==> src/rtl/nodf_module_status_tracker.sv <==
// Handshake status and latency profiler for one non-dataflow HLS module.
// All statistics are registered and stop updating once finish has been sampled.
module nodf_module_status_tracker #(
   parameter int CNT_W = 32
) (
   input  logic             clock,
   input  logic             reset,
   input  logic             ap_start,
   input  logic             ap_ready,
   input  logic             ap_done,
   input  logic             ap_continue,
   input  logic             finish,
   output logic [1:0]       state,
   output logic [CNT_W-1:0] cycle_cnt,
   output logic [CNT_W-1:0] start_cnt,
   output logic [CNT_W-1:0] done_cnt,
   output logic [CNT_W-1:0] ready_cnt,
   output logic [CNT_W-1:0] stall_cnt,
   output logic [CNT_W-1:0] last_latency,
   output logic [CNT_W-1:0] min_latency,
   output logic [CNT_W-1:0] max_latency,
   output logic             frozen,
   output logic             saturated,
   output logic             spurious_done
);

   typedef enum logic [1:0] {
      IDLE      = 2'd0,
      BUSY      = 2'd1,
      WAIT_CONT = 2'd2
   } state_t;

   localparam logic [CNT_W-1:0] ONE      = {{(CNT_W-1){1'b0}}, 1'b1};
   localparam logic [CNT_W-1:0] ALL_ONES = '1;

   function automatic logic [CNT_W-1:0] sat_inc(input logic [CNT_W-1:0] v);
      return (&v) ? v : v + ONE;
   endfunction

   // Unknown (X/Z) inputs are treated as deasserted.
   logic start_i, ready_i, done_i, cont_i, finish_i;
   assign start_i  = (ap_start === 1'b1);
   assign ready_i  = (ap_ready === 1'b1);
   assign done_i   = (ap_done === 1'b1);
   assign cont_i   = (ap_continue === 1'b1);
   assign finish_i = (finish === 1'b1);

   state_t           state_q, state_d;
   logic [CNT_W-1:0] cycle_cnt_q, cycle_cnt_d;
   logic [CNT_W-1:0] start_cnt_q, start_cnt_d;
   logic [CNT_W-1:0] done_cnt_q, done_cnt_d;
   logic [CNT_W-1:0] ready_cnt_q, ready_cnt_d;
   logic [CNT_W-1:0] stall_cnt_q, stall_cnt_d;
   logic [CNT_W-1:0] run_q, run_d;
   logic [CNT_W-1:0] last_lat_q, last_lat_d;
   logic [CNT_W-1:0] min_lat_q, min_lat_d;
   logic [CNT_W-1:0] max_lat_q, max_lat_d;
   logic             frozen_q, frozen_d;
   logic             saturated_q, saturated_d;
   logic             spurious_q, spurious_d;
   logic             complete;
   logic [CNT_W-1:0] lat;

   always_comb begin
      state_d     = state_q;
      cycle_cnt_d = cycle_cnt_q;
      start_cnt_d = start_cnt_q;
      done_cnt_d  = done_cnt_q;
      ready_cnt_d = ready_cnt_q;
      stall_cnt_d = stall_cnt_q;
      run_d       = run_q;
      last_lat_d  = last_lat_q;
      min_lat_d   = min_lat_q;
      max_lat_d   = max_lat_q;
      frozen_d    = frozen_q;
      saturated_d = saturated_q;
      spurious_d  = spurious_q;
      complete    = 1'b0;
      lat         = '0;

      // The edge that samples finish only sets frozen; nothing else moves afterwards.
      if (!frozen_q) begin
         if (finish_i) begin
            frozen_d = 1'b1;
         end else begin
            cycle_cnt_d = sat_inc(cycle_cnt_q);
            if (ready_i)
               ready_cnt_d = sat_inc(ready_cnt_q);
            if (done_i && !cont_i)
               stall_cnt_d = sat_inc(stall_cnt_q);

            case (state_q)
               IDLE: begin
                  if (start_i) begin
                     start_cnt_d = sat_inc(start_cnt_q);
                     run_d       = ONE;
                     if (done_i && cont_i) begin
                        complete = 1'b1;
                        lat      = ONE;
                        state_d  = IDLE;
                     end else if (done_i) begin
                        state_d = WAIT_CONT;
                     end else begin
                        state_d = BUSY;
                     end
                  end else if (done_i) begin
                     spurious_d = 1'b1;
                  end
               end
               BUSY, WAIT_CONT: begin
                  run_d = sat_inc(run_q);
                  if (done_i && cont_i) begin
                     complete = 1'b1;
                     lat      = sat_inc(run_q);
                     state_d  = IDLE;
                  end else if (done_i && state_q == BUSY) begin
                     state_d = WAIT_CONT;
                  end
               end
               default: state_d = IDLE;
            endcase

            if (complete) begin
               done_cnt_d = sat_inc(done_cnt_q);
               last_lat_d = lat;
               if (lat < min_lat_q)
                  min_lat_d = lat;
               if (lat > max_lat_q)
                  max_lat_d = lat;
            end

            saturated_d = saturated_q | (&cycle_cnt_d) | (&start_cnt_d) |
                          (&done_cnt_d) | (&ready_cnt_d) | (&stall_cnt_d) | (&run_d);
         end
      end
   end

   always_ff @(posedge clock or negedge reset) begin
      if (!reset) begin
         state_q     <= IDLE;
         cycle_cnt_q <= '0;
         start_cnt_q <= '0;
         done_cnt_q  <= '0;
         ready_cnt_q <= '0;
         stall_cnt_q <= '0;
         run_q       <= '0;
         last_lat_q  <= '0;
         min_lat_q   <= ALL_ONES;
         max_lat_q   <= '0;
         frozen_q    <= 1'b0;
         saturated_q <= 1'b0;
         spurious_q  <= 1'b0;
      end else begin
         state_q     <= state_d;
         cycle_cnt_q <= cycle_cnt_d;
         start_cnt_q <= start_cnt_d;
         done_cnt_q  <= done_cnt_d;
         ready_cnt_q <= ready_cnt_d;
         stall_cnt_q <= stall_cnt_d;
         run_q       <= run_d;
         last_lat_q  <= last_lat_d;
         min_lat_q   <= min_lat_d;
         max_lat_q   <= max_lat_d;
         frozen_q    <= frozen_d;
         saturated_q <= saturated_d;
         spurious_q  <= spurious_d;
      end
   end

   assign state         = state_q;
   assign cycle_cnt     = cycle_cnt_q;
   assign start_cnt     = start_cnt_q;
   assign done_cnt      = done_cnt_q;
   assign ready_cnt     = ready_cnt_q;
   assign stall_cnt     = stall_cnt_q;
   assign last_latency  = last_lat_q;
   assign min_latency   = min_lat_q;
   assign max_latency   = max_lat_q;
   assign frozen        = frozen_q;
   assign saturated     = saturated_q;
   assign spurious_done = spurious_q;

endmodule

==> config.mk <==
export PLATFORM = sky130hd
export DESIGN_NAME = nodf_module_status_tracker
export DESIGN_NICKNAME = d
export VERILOG_FILES = /design/src/rtl/nodf_module_status_tracker.sv
export SDC_FILE = /design/constraint.sdc
export NUM_CORES = 1
export LEC_CHECK = 0
export ABC_CLOCK_PERIOD_IN_PS = 4850
export CAP_MARGIN = 20
export CELL_PAD_IN_SITES_DETAIL_PLACEMENT = 1
export CELL_PAD_IN_SITES_GLOBAL_PLACEMENT = 1
export CORE_MARGIN = 4
export CORE_UTILIZATION = 38
export CTS_BUF_LIST = sky130_fd_sc_hd__clkbuf_8
export DETAILED_ROUTE_END_ITERATION = 16
export GPL_TIMING_DRIVEN = 0
export PLACE_DENSITY = 0.77
export SLEW_MARGIN = 20
export SYNTH_ARGS = -nofsm -noshare
export SYNTH_HDL_FRONTEND = slang
export SYNTH_SLANG_ARGS = --single-unit
==> constraint.sdc <==
create_clock -name clock -period 4.85 [get_ports clock]
set_input_delay 0.97 -clock clock [delete_from_list [all_inputs] [get_ports clock]]
set_output_delay 0.97 -clock clock [all_outputs]
set_load 0.05 [all_outputs]
After elaboration in Yosys (flattened, before gate mapping)
Index checks and enable logic that the tools add are counted.
- $add $sub $neg: 6
- magnitude comparators: 2
- equality and inequality tests: 9
- muxes and demuxes: 42
- bitwise gates (word level): 9
- reductions and logical operators: 24
- operator list (operator ; number):
    32-bit two-way mux ; 25
    32-bit AND reduction ; 12
    32-bit by 1-bit adder with 32-bit output (second input constant) ; 6
    32-bit case mux with 2 select lines ; 2
    32-bit greater-than comparator ; 1
    32-bit less-than comparator ; 1
    4-bit AND reduction ; 3
    2-bit two-way mux ; 5
    1-bit two-way mux ; 8
    1-bit OR ; 6
    1-bit === test (second input constant) ; 5
    5-bit AND reduction ; 1
    2-bit case mux with 2 select lines ; 1
    1-bit logical AND ; 3
    3-bit inequality test (second input constant) ; 1
    1-bit inverter ; 3
    3-bit AND reduction ; 1
    2-bit by 1-bit == test with 1-bit output (second input constant) ; 1
    2-bit == test (second input constant) ; 1
    2-bit logical NOT ; 1
    2-bit inequality test (second input constant) ; 1
    1-bit case mux with 2 select lines ; 1
    2-bit AND reduction ; 1
    2-bit OR reduction ; 1
    1-bit logical NOT ; 1
- register bits after elaboration: 293
- bits of input ports: 7
- output and inout bits: 261
- word-level logic and storage cells: 105

Depth between registers and ports, before layout
Gate-level depths: netlist (run 1).
- depth after elaboration: 15
- depth in mapped cells: 22
- mapped depth without buffers: 18

Least setup slack after synthesis (run 1)
Ideal clock, no wire load.
- kind: register to register
- from: register run_q[0]
- to: register max_lat_q[10], in the netlist max_latency[10]
- setup time: 0.125 ns
- arrival: 4.575 ns
- data required time: 4.725 ns
- slack: 0.150 ns
- cell stages (with the launch flop): 21
- buffers on the path: 3
- cells stage by stage: dfrtp_1 ha_1 and3_1 nand4_4 or4_1 buf_2 and4_1 clkbuf_1 nand2_1 xor2_1 nor2_1 ha_1 nand4_1 nor2_1 nand2_1 nor4_1 o21ai_0 a21oi_1 o21a_1 buf_1 mux2_2
- longest elaborated chain between the ends: 8
- elaborated cells on any way between the ends: 9
- classes of those cells: add/sub: 1; order compare: 1; mux: 5; reduce/logical: 2
- ends and longest elaborated chain (item ; line ; RTL):
    start: declaration ; 54 ; logic [CNT_W-1:0] run_q, run_d;
    start signal: assignment ; 160 ; run_q <= run_d;
    32-bit by 1-bit adder with 32-bit output / 32-bit AND reduction (equally long branches) ; 37 ; return (&v) ? v : v + ONE;
    32-bit two-way mux (*) ; 37 ;
    32-bit two-way mux (*) ; 112 ; if (done_i && cont_i) begin
    32-bit case mux with 2 select lines (*) ; 92 ; case (state_q)
    32-bit two-way mux (*) ; 83 ; if (finish_i) begin
    32-bit two-way mux (*) ; 82 ; if (!frozen_q) begin
    32-bit greater-than comparator ; 128 ; if (lat > max_lat_q)
    4-bit AND reduction (no line) ; -- ;
    end signal: assignment ; 163 ; max_lat_q <= max_lat_d;
    end: declaration ; 57 ; logic [CNT_W-1:0] max_lat_q, max_lat_d;
Mark *: on every way between the ends. The rest lies on a longest branch, timed or not. The select of a mux whose other input is x is not followed.
A chain may end at the register's enable or synchronous reset.

Final worst setup path (run 1)
- from: register run_q[0]
- to: register max_lat_q[14], in the netlist max_latency[14]
The elaborated chain is that of the path after synthesis.

==> results of run 1 <==
## synthesized netlist by cell type (all sizes together), types with 52 or more instances
| cell type | instances | share of area (%) |
|---|---|---|
| xor2 | 75 | 3.6 |
| a21oi | 68 | 1.9 |
| and3 | 52 | 1.8 |
| xnor2 | 131 | 6.3 |
| nand3 | 100 | 2.9 |
| inv | 83 | 1.7 |
| clkbuf | 76 | 1.6 |
| mux2 | 65 | 4.0 |
| dfrtp | 261 | 36 |
| nor2 | 136 | 2.8 |
| nand4 | 95 | 3.4 |
| ha | 72 | 5.0 |
| nand2 | 289 | 6.0 |
| o21ai | 75 | 2.1 |
## flip-flops by register name (all words and copies together) (netlist names)
signal         count
cycle_cnt         32
ready_cnt         32
state              2
last_latency      32
min_latency       32
saturated          1
max_latency       32
frozen             1
done_cnt          32
start_cnt         32
run_q             32
spurious_done      1
stall_cnt         32
## stage by stage
| step | setup TNS, ps | setup slack (ps) | power [W] | instances | instance area [um2] |
|---|---|---|---|---|---|
| final | 0 | 222 | 0.00542 | 2992 | 23300 |
| after global routing | -27.2 | -8.54 | 0.00565 | 2992 | 23300 |
| after CTS | -0.858 | -0.476 | 0.00550 | 2992 | 23100 |
| after detailed placement | -66700 | -1320 | 0.00291 | 2889 | 21600 |
| after global placement | -2944770 | -10340 | 0.00289 | 2885 | 21500 |
| after floorplan | 0 | 150 | 0.00272 | 2012 | 18100 |
## cell usage in the layout, fill, tap and decap left out, drive strengths merged, types with 9 or more instances in the layout
cell / synthesis / layout
and2: 19 / 19
nor2: 136 / 136
nor2b: 16 / 16
or4: 14 / 14
a211oi: 11 / 11
buf: 32 / 52
clkdlybuf4s50: 0 / 265
mux2: 65 / 65
ha: 72 / 72
dfstp: 32 / 32
and3: 52 / 52
nand2: 289 / 289
o31ai: 15 / 15
nand3: 100 / 100
and4: 28 / 28
clkbuf: 76 / 138
o21a: 10 / 10
o21ai: 75 / 75
a21oi: 68 / 68
o211ai: 12 / 12
a31oi: 21 / 21
inv: 83 / 101
nand4: 95 / 95
nor4: 29 / 29
a21o: 24 / 24
dfrtp: 261 / 261
xor2: 75 / 75
nor3: 43 / 43
a22o: 9 / 9
xnor2: 131 / 131
## cell families after synthesis
family                     after synthesis  share of synthesized area [%]
xor gates and xnor gates               206                           9.95
adders and majority gates               73                           5.03
and+or+nand+nor                        868                           24.4
AOI/OAI and AO/OA                      314                           11.7
DFF                                    293                           40.7
muxes                                   67                           4.15
buffers and inverters                  191                           4.13
## power groups by stage
| stage | clock, W | sequential [W] | combinational, W |
|---|---|---|---|
| 2_1_floorplan | 0 | 0.00255 | 0.000173 |
| 3_3_place_gp | 0 | 0.00253 | 0.000367 |
| 3_5_place_dp | 0 | 0.00253 | 0.000383 |
| 4_1_cts | 0.00262 | 0.00248 | 0.000400 |
| 5_1_grt | 0.00272 | 0.00248 | 0.000445 |
| 6_report | 0.00253 | 0.00248 | 0.000408 |
## per-layer routing
| layer | vias up | global-route usage, % | wire [um] |
|---|---|---|---|
| met4 | 0 | 7.60 | 1800 |
| met3 | 123 | 4.23 | 3090 |
| met2 | 431 | 41.2 | 30800 |
| met5 | - | 0 | 0 |
| li1 | 7835 | - | - |
| met1 | 8559 | 30.5 | 26500 |
## repair_timing
item | in CTS | in global routing
endpoints found under the hold margin | 0 | 0
buffers inserted | 8 | 5
cloned | 1 | 0
gates resized for setup | 65 | 53
hold buffers | 0 | 0
setup endpoints to repair | 64 | 64
pin swaps | 7 | 7
## final timing paths
path,cells past startpoint,to,slack [ps]
setup / recovery,20,max_latency[14],220
hold / removal,1,done_cnt[14],290
setup reg to reg,20,max_latency[14],220
hold reg to reg,2,last_latency[5],470
max in group asynchronous,3,cycle_cnt[12],3340
min in group clock,2,last_latency[5],470
## cell type report
cell class,instances,area [um2]
sequential,293,7380
clock buffer,74,1020
clock inverter,26,135
fill,5402,23600
inverter,83,312
tap,607,759
timing repair buffer,284,2870
buffer,97,468
multi-input combinational,1528,10300
==> impl_results.md, run 1 <==
- Vias per inst: 5.66
- PwrDens: 233 nW/um2
- Final Cycle Share: 95.4%
- Fin util: 49.7%
- Register area share after synthesis: 40.7%
- Syn nets: 2091
- CP max FO: 10
- Remaining DRCs: 0
- Mean Syn Cell Area: 9.01 um2
- Die width: 226 um
- Clock Latency Late Sink: 650 ps
- DIE HEIGHT: 226 um
- Max clock buf depth: 3
- ANT nets after route: 0
- H-tree levels: 2
- Combinational Power Share: 7.5%
- Cell family with most CP delay: simple AND/OR/NAND/NOR gates
- Crit path from: run_q[0]
- Max-slew violations: 0
- F_max: 0.216 GHz
- Nets: 2420
- FP Rows: 79
- PortBufs: 266
- Area Growth Syn to Fin: 28.3%
- MaxCap Viol Count: 0
- Clk_skew: 42.1 ps
- Flops & latches, synth: 293
- Clk slew on worst S/H paths: 60 ps
- Worst Tran Pin Value: 1050 ps
- Synth Warn #: 0
- LEAKAGE: 9.72 nW
- Psw: 0.00144 W
- RR Startpoint: run_q[0]
- CP Launch Type: flop
- Worst setup path class: reg2reg
- Hold Slack: 292 ps
- Post-synth EDFFs: 0
- Clock share of power: 46.7%
- Core ar.: 46900 um2
- Final setup viols: 0
- Layout cells sized above 1: 11.9%
- First-pass GRT wire length: 99.4 mm
- Worst Path Buf+Inv: 3
- Min Tclk post-route: 4630 ps
- CTS buffer count: 54
- Starting density of the core: 38.7%
- Vias in the first global route: 18100
- Worst EP arrival: 5130 ps
- Top Ports: 268
- Slowest stage delay, CP: 390 ps
- Flop pwr share: 45.8%
- GRT Overall Usage: 23.9%
- Total grt overflow: 0
- Status: finished clean
- Crit end category: flop
- Max-slew headroom: 29.8%
- Ys flop type: dfrtp_1
- Post-detail-place hpwl: 45.6 mm
- Ant diodes: 0
- Final Hold Fails: 0
- Most frequent CP cell: a21o_1
- Synth cell types: 83
- Worst path required time: 5350 ps
- Root Buffer: clkbuf_8
- Synthesized instance count: 2012
- Slowest CP cell: dfrtp_2
- Worst hold path type: in2async
- Initial DRT Pass Iterations: 5
- Internal: 0.00398 W
- Critical-path cell list: buf_4 -> and3_1 -> and3_1 -> and2_1 -> clkbuf_1 -> and3_4 -> nand2_1 -> xor2_1 -> nor2_2 -> ha_1 -> a21o_1 -> a21o_1 -> a21o_1 -> a21oi_1 -> nor2b_1 -> o211ai_1 -> a21oi_2 -> o21a_4 -> buf_8 -> mux2_2
- Clock sinks: 293
- Switch share: 26.6%
- Area of the mapped netlist: 18100 um2
- CTS tree: built
- Die ar.: 51300 um2
- Synth async-reset ratio: 100%
- Post-Route WL: 62.2 mm
- Largest net degree at the start of global routing: 81
- Initial DRC count: 928
- Maximum vdd ir drop: 184 uV
- Initial antenna violation count: 0
- GP Congestion: 0.889
- Routed WL per cell: 20.8 um
- DR vias: 16900
Power figures use the tool's default switching activity.
==> inputs of run 2 (changes only) <==
- CELL_PAD_IN_SITES_GLOBAL_PLACEMENT: 1 -> 2
- CORE_UTILIZATION: 38 -> 31
- HOLD_SLACK_MARGIN: not set -> 0.03
- PLACE_DENSITY: 0.77 -> 0.78
==> run 2 against run 1 <==
Global-route usage fell by 3.9 points. Worst hold slack got worse by 68 ps. Critical path depth fell by 2. Final area rose by 1.5%. Maximum frequency barely moved. First-iteration DRC count fell by 3.1%. Cell count rose by 5.8%. Clock power rose by 6%. Via count fell by 1.4%. Worst setup slack improved by 3.9 ps. Clock skew fell by 10 ps. Count of clock-buffer cells in the layout did not move. Largest cell class unchanged.
==> impl_results.md, run 2 (synthesized netlist as in run 1, its figures left out) <==
- Post-Route WL: 63.7 mm
- LEAKAGE: 9.79 nW
- Internal: 0.00406 W
- Ant diodes: 0
- F_max: 0.216 GHz
- Hold Slack: 224 ps
- Commonest non-fill, non-tap cell in the layout: nand2_1
- Core ar.: 57800 um2
- MaxCap Viol Count: 0
- Worst Tran Pin Value: 946 ps
- Final setup viols: 0
- Slowest CP cell: or4_1
- Clock sinks: 293
- Worst path required time: 5410 ps
- ANT nets after route: 0
- DIE HEIGHT: 250 um
- Area Growth Syn to Fin: 30.3%
- H-tree levels: 2
- First-pass GRT wire length: 102 mm
- Hold_buf cts: 0
- CTS tree: built
- Max-slew headroom: 36.4%
- Initial DRC count: 899
- Flop pwr share: 44.5%
- Top Ports: 268
- Routed WL per cell: 20.1 um
- Clk_skew: 32.1 ps
- FP Rows: 88
- CP Launch Type: flop
- Final Cycle Share: 95.3%
- Fin area: 23600 um2
- Worst Path Buf+Inv: 4
- PwrDens: 236 nW/um2
- Switch share: 27.3%
- Crit end category: flop
- Layout fillers: 6634
- Die ar.: 62400 um2
- Slowest stage delay, CP: 440 ps
- Starting density of the core: 31.4%
- Max-slew violations: 0
- Max clock buf depth: 3
- Critical-path cell list: buf_2 -> and4_2 -> nand4_1 -> or4_1 -> buf_4 -> and4_4 -> and3_1 -> xnor2_2 -> nor2_4 -> ha_4 -> nand4_1 -> nor2_2 -> nand2_2 -> or3_1 -> o221ai_4 -> buf_4 -> buf_8 -> mux2_1
- GP Congestion: 0.878
- CTS buffer count: 59
- Total grt overflow: 0
- Area after DPL: 21800 um2
- Remaining DRCs: 0
- Clock Latency Late Sink: 660 ps
- Worst EP arrival: 5180 ps
- Clock share of power: 47.9%
- DR vias: 16700
- Vias in the first global route: 17600
- Worst hold path type: in2async
- GRT Overall Usage: 19.9%
- Status: finished clean
- Maximum vdd ir drop: 154 uV
- Post-detail-place hpwl: 46.6 mm
- Nets: 2430
- CP max FO: 10
- Layout cells sized above 1: 12.5%
- PortBufs: 266
- Psw: 0.00152 W
- Worst setup path class: reg2reg
- Largest net degree at the start of global routing: 92
- Most frequent cells in the layout: 286 x nand2_1, 265 x clkdlybuf4s50_1, 256 x dfrtp_1
- Initial DRT Pass Iterations: 5
- Clk slew on worst S/H paths: 60 ps
- Final Hold Fails: 0
- Root Buffer: clkbuf_8
- Min Tclk post-route: 4620 ps
- Die width: 250 um
- Initial antenna violation count: 0
- Cell family with most CP delay: simple AND/OR/NAND/NOR gates
- Combinational Power Share: 7.6%
- Vias per inst: 5.28
==> run 2: worst reg2reg max path, cell delays in order (launching register included) <==
cell and delay (ps):
dfrtp_1 320, buf_2 220, and4_2 370, nand4_1 210, or4_1 440, buf_4 200, and4_4 230, and3_1 240
xnor2_2 160, nor2_4 270, ha_4 210, nand4_1 110, nor2_2 140, nand2_2 100, or3_1 430, o221ai_4 240
buf_4 170, buf_8 150, mux2_1 340
==> run 2: stage by stage <==
step	cells	setup WS [ps]	total power, W	util [%]	setup TNS, ps
6_report	3167	226	0.00558	40.8	0
5_1_grt	3167	-21.8	0.00586	40.8	-174
4_1_cts	3161	19.4	0.00569	40.4	0
3_5_place_dp	3047	-1400	0.00292	37.8	-79820
3_3_place_gp	3043	-10670	0.00291	37.6	-3056420
2_1_floorplan	2012	150	0.00272	-	0
==> run 2: path summary, 6_finish.rpt <==
| check | startpoint | to | slack (ps) | cells after the start |
|---|---|---|---|---|
| setup / recovery | run_q[27] | min_latency[26] | 230 | 18 |
| hold / removal | reset | stall_cnt[22] | 220 | 1 |
| setup reg to reg | run_q[27] | min_latency[26] | 230 | 18 |
| hold reg to reg | last_latency[6] | last_latency[6] | 470 | 2 |
| max in group asynchronous | reset | min_latency[23] | 3280 | 3 |
| min in group clock | last_latency[6] | last_latency[6] | 470 | 2 |
==> run 2: what timing repair did <==
| action | in CTS | in global routing |
|---|---|---|
| gates resized for setup | 68 | 49 |
| pin swaps | 5 | 11 |
| setup buffers | 9 | 6 |
| setup endpoints to repair | 64 | 64 |
==> run 2: cell type report <==
type,instances,area (um2),area share (%)
inverters,83,312,1.32
well taps,765,957,4.05
repair buffers,287,2890,12.3
clock buffers,74,1020,4.31
plain buffers,99,462,1.96
multi-input cells,1528,10400,43.9
clock inverters,38,223,0.943
flip-flops and latches,293,7380,31.3
==> run 2: power by group through the flow <==
| stage | combinational (W) | sequential (W) | clock, W |
|---|---|---|---|
| global route | 0.000465 | 0.00248 | 0.00291 |
| floorplan | 0.000173 | 0.00255 | 0 |
| finish | 0.000423 | 0.00248 | 0.00267 |
| global placement | 0.000379 | 0.00253 | 0 |
| CTS | 0.000414 | 0.00248 | 0.00279 |
| detailed placement | 0.000395 | 0.00253 | 0 |
==> run 2: metal layers <==
layer,global-route usage [%],routed length (um)
met5,0,0
met4,5.07,1550
met3,3.39,2970
met2,33.2,30200
met1,27.0,29000
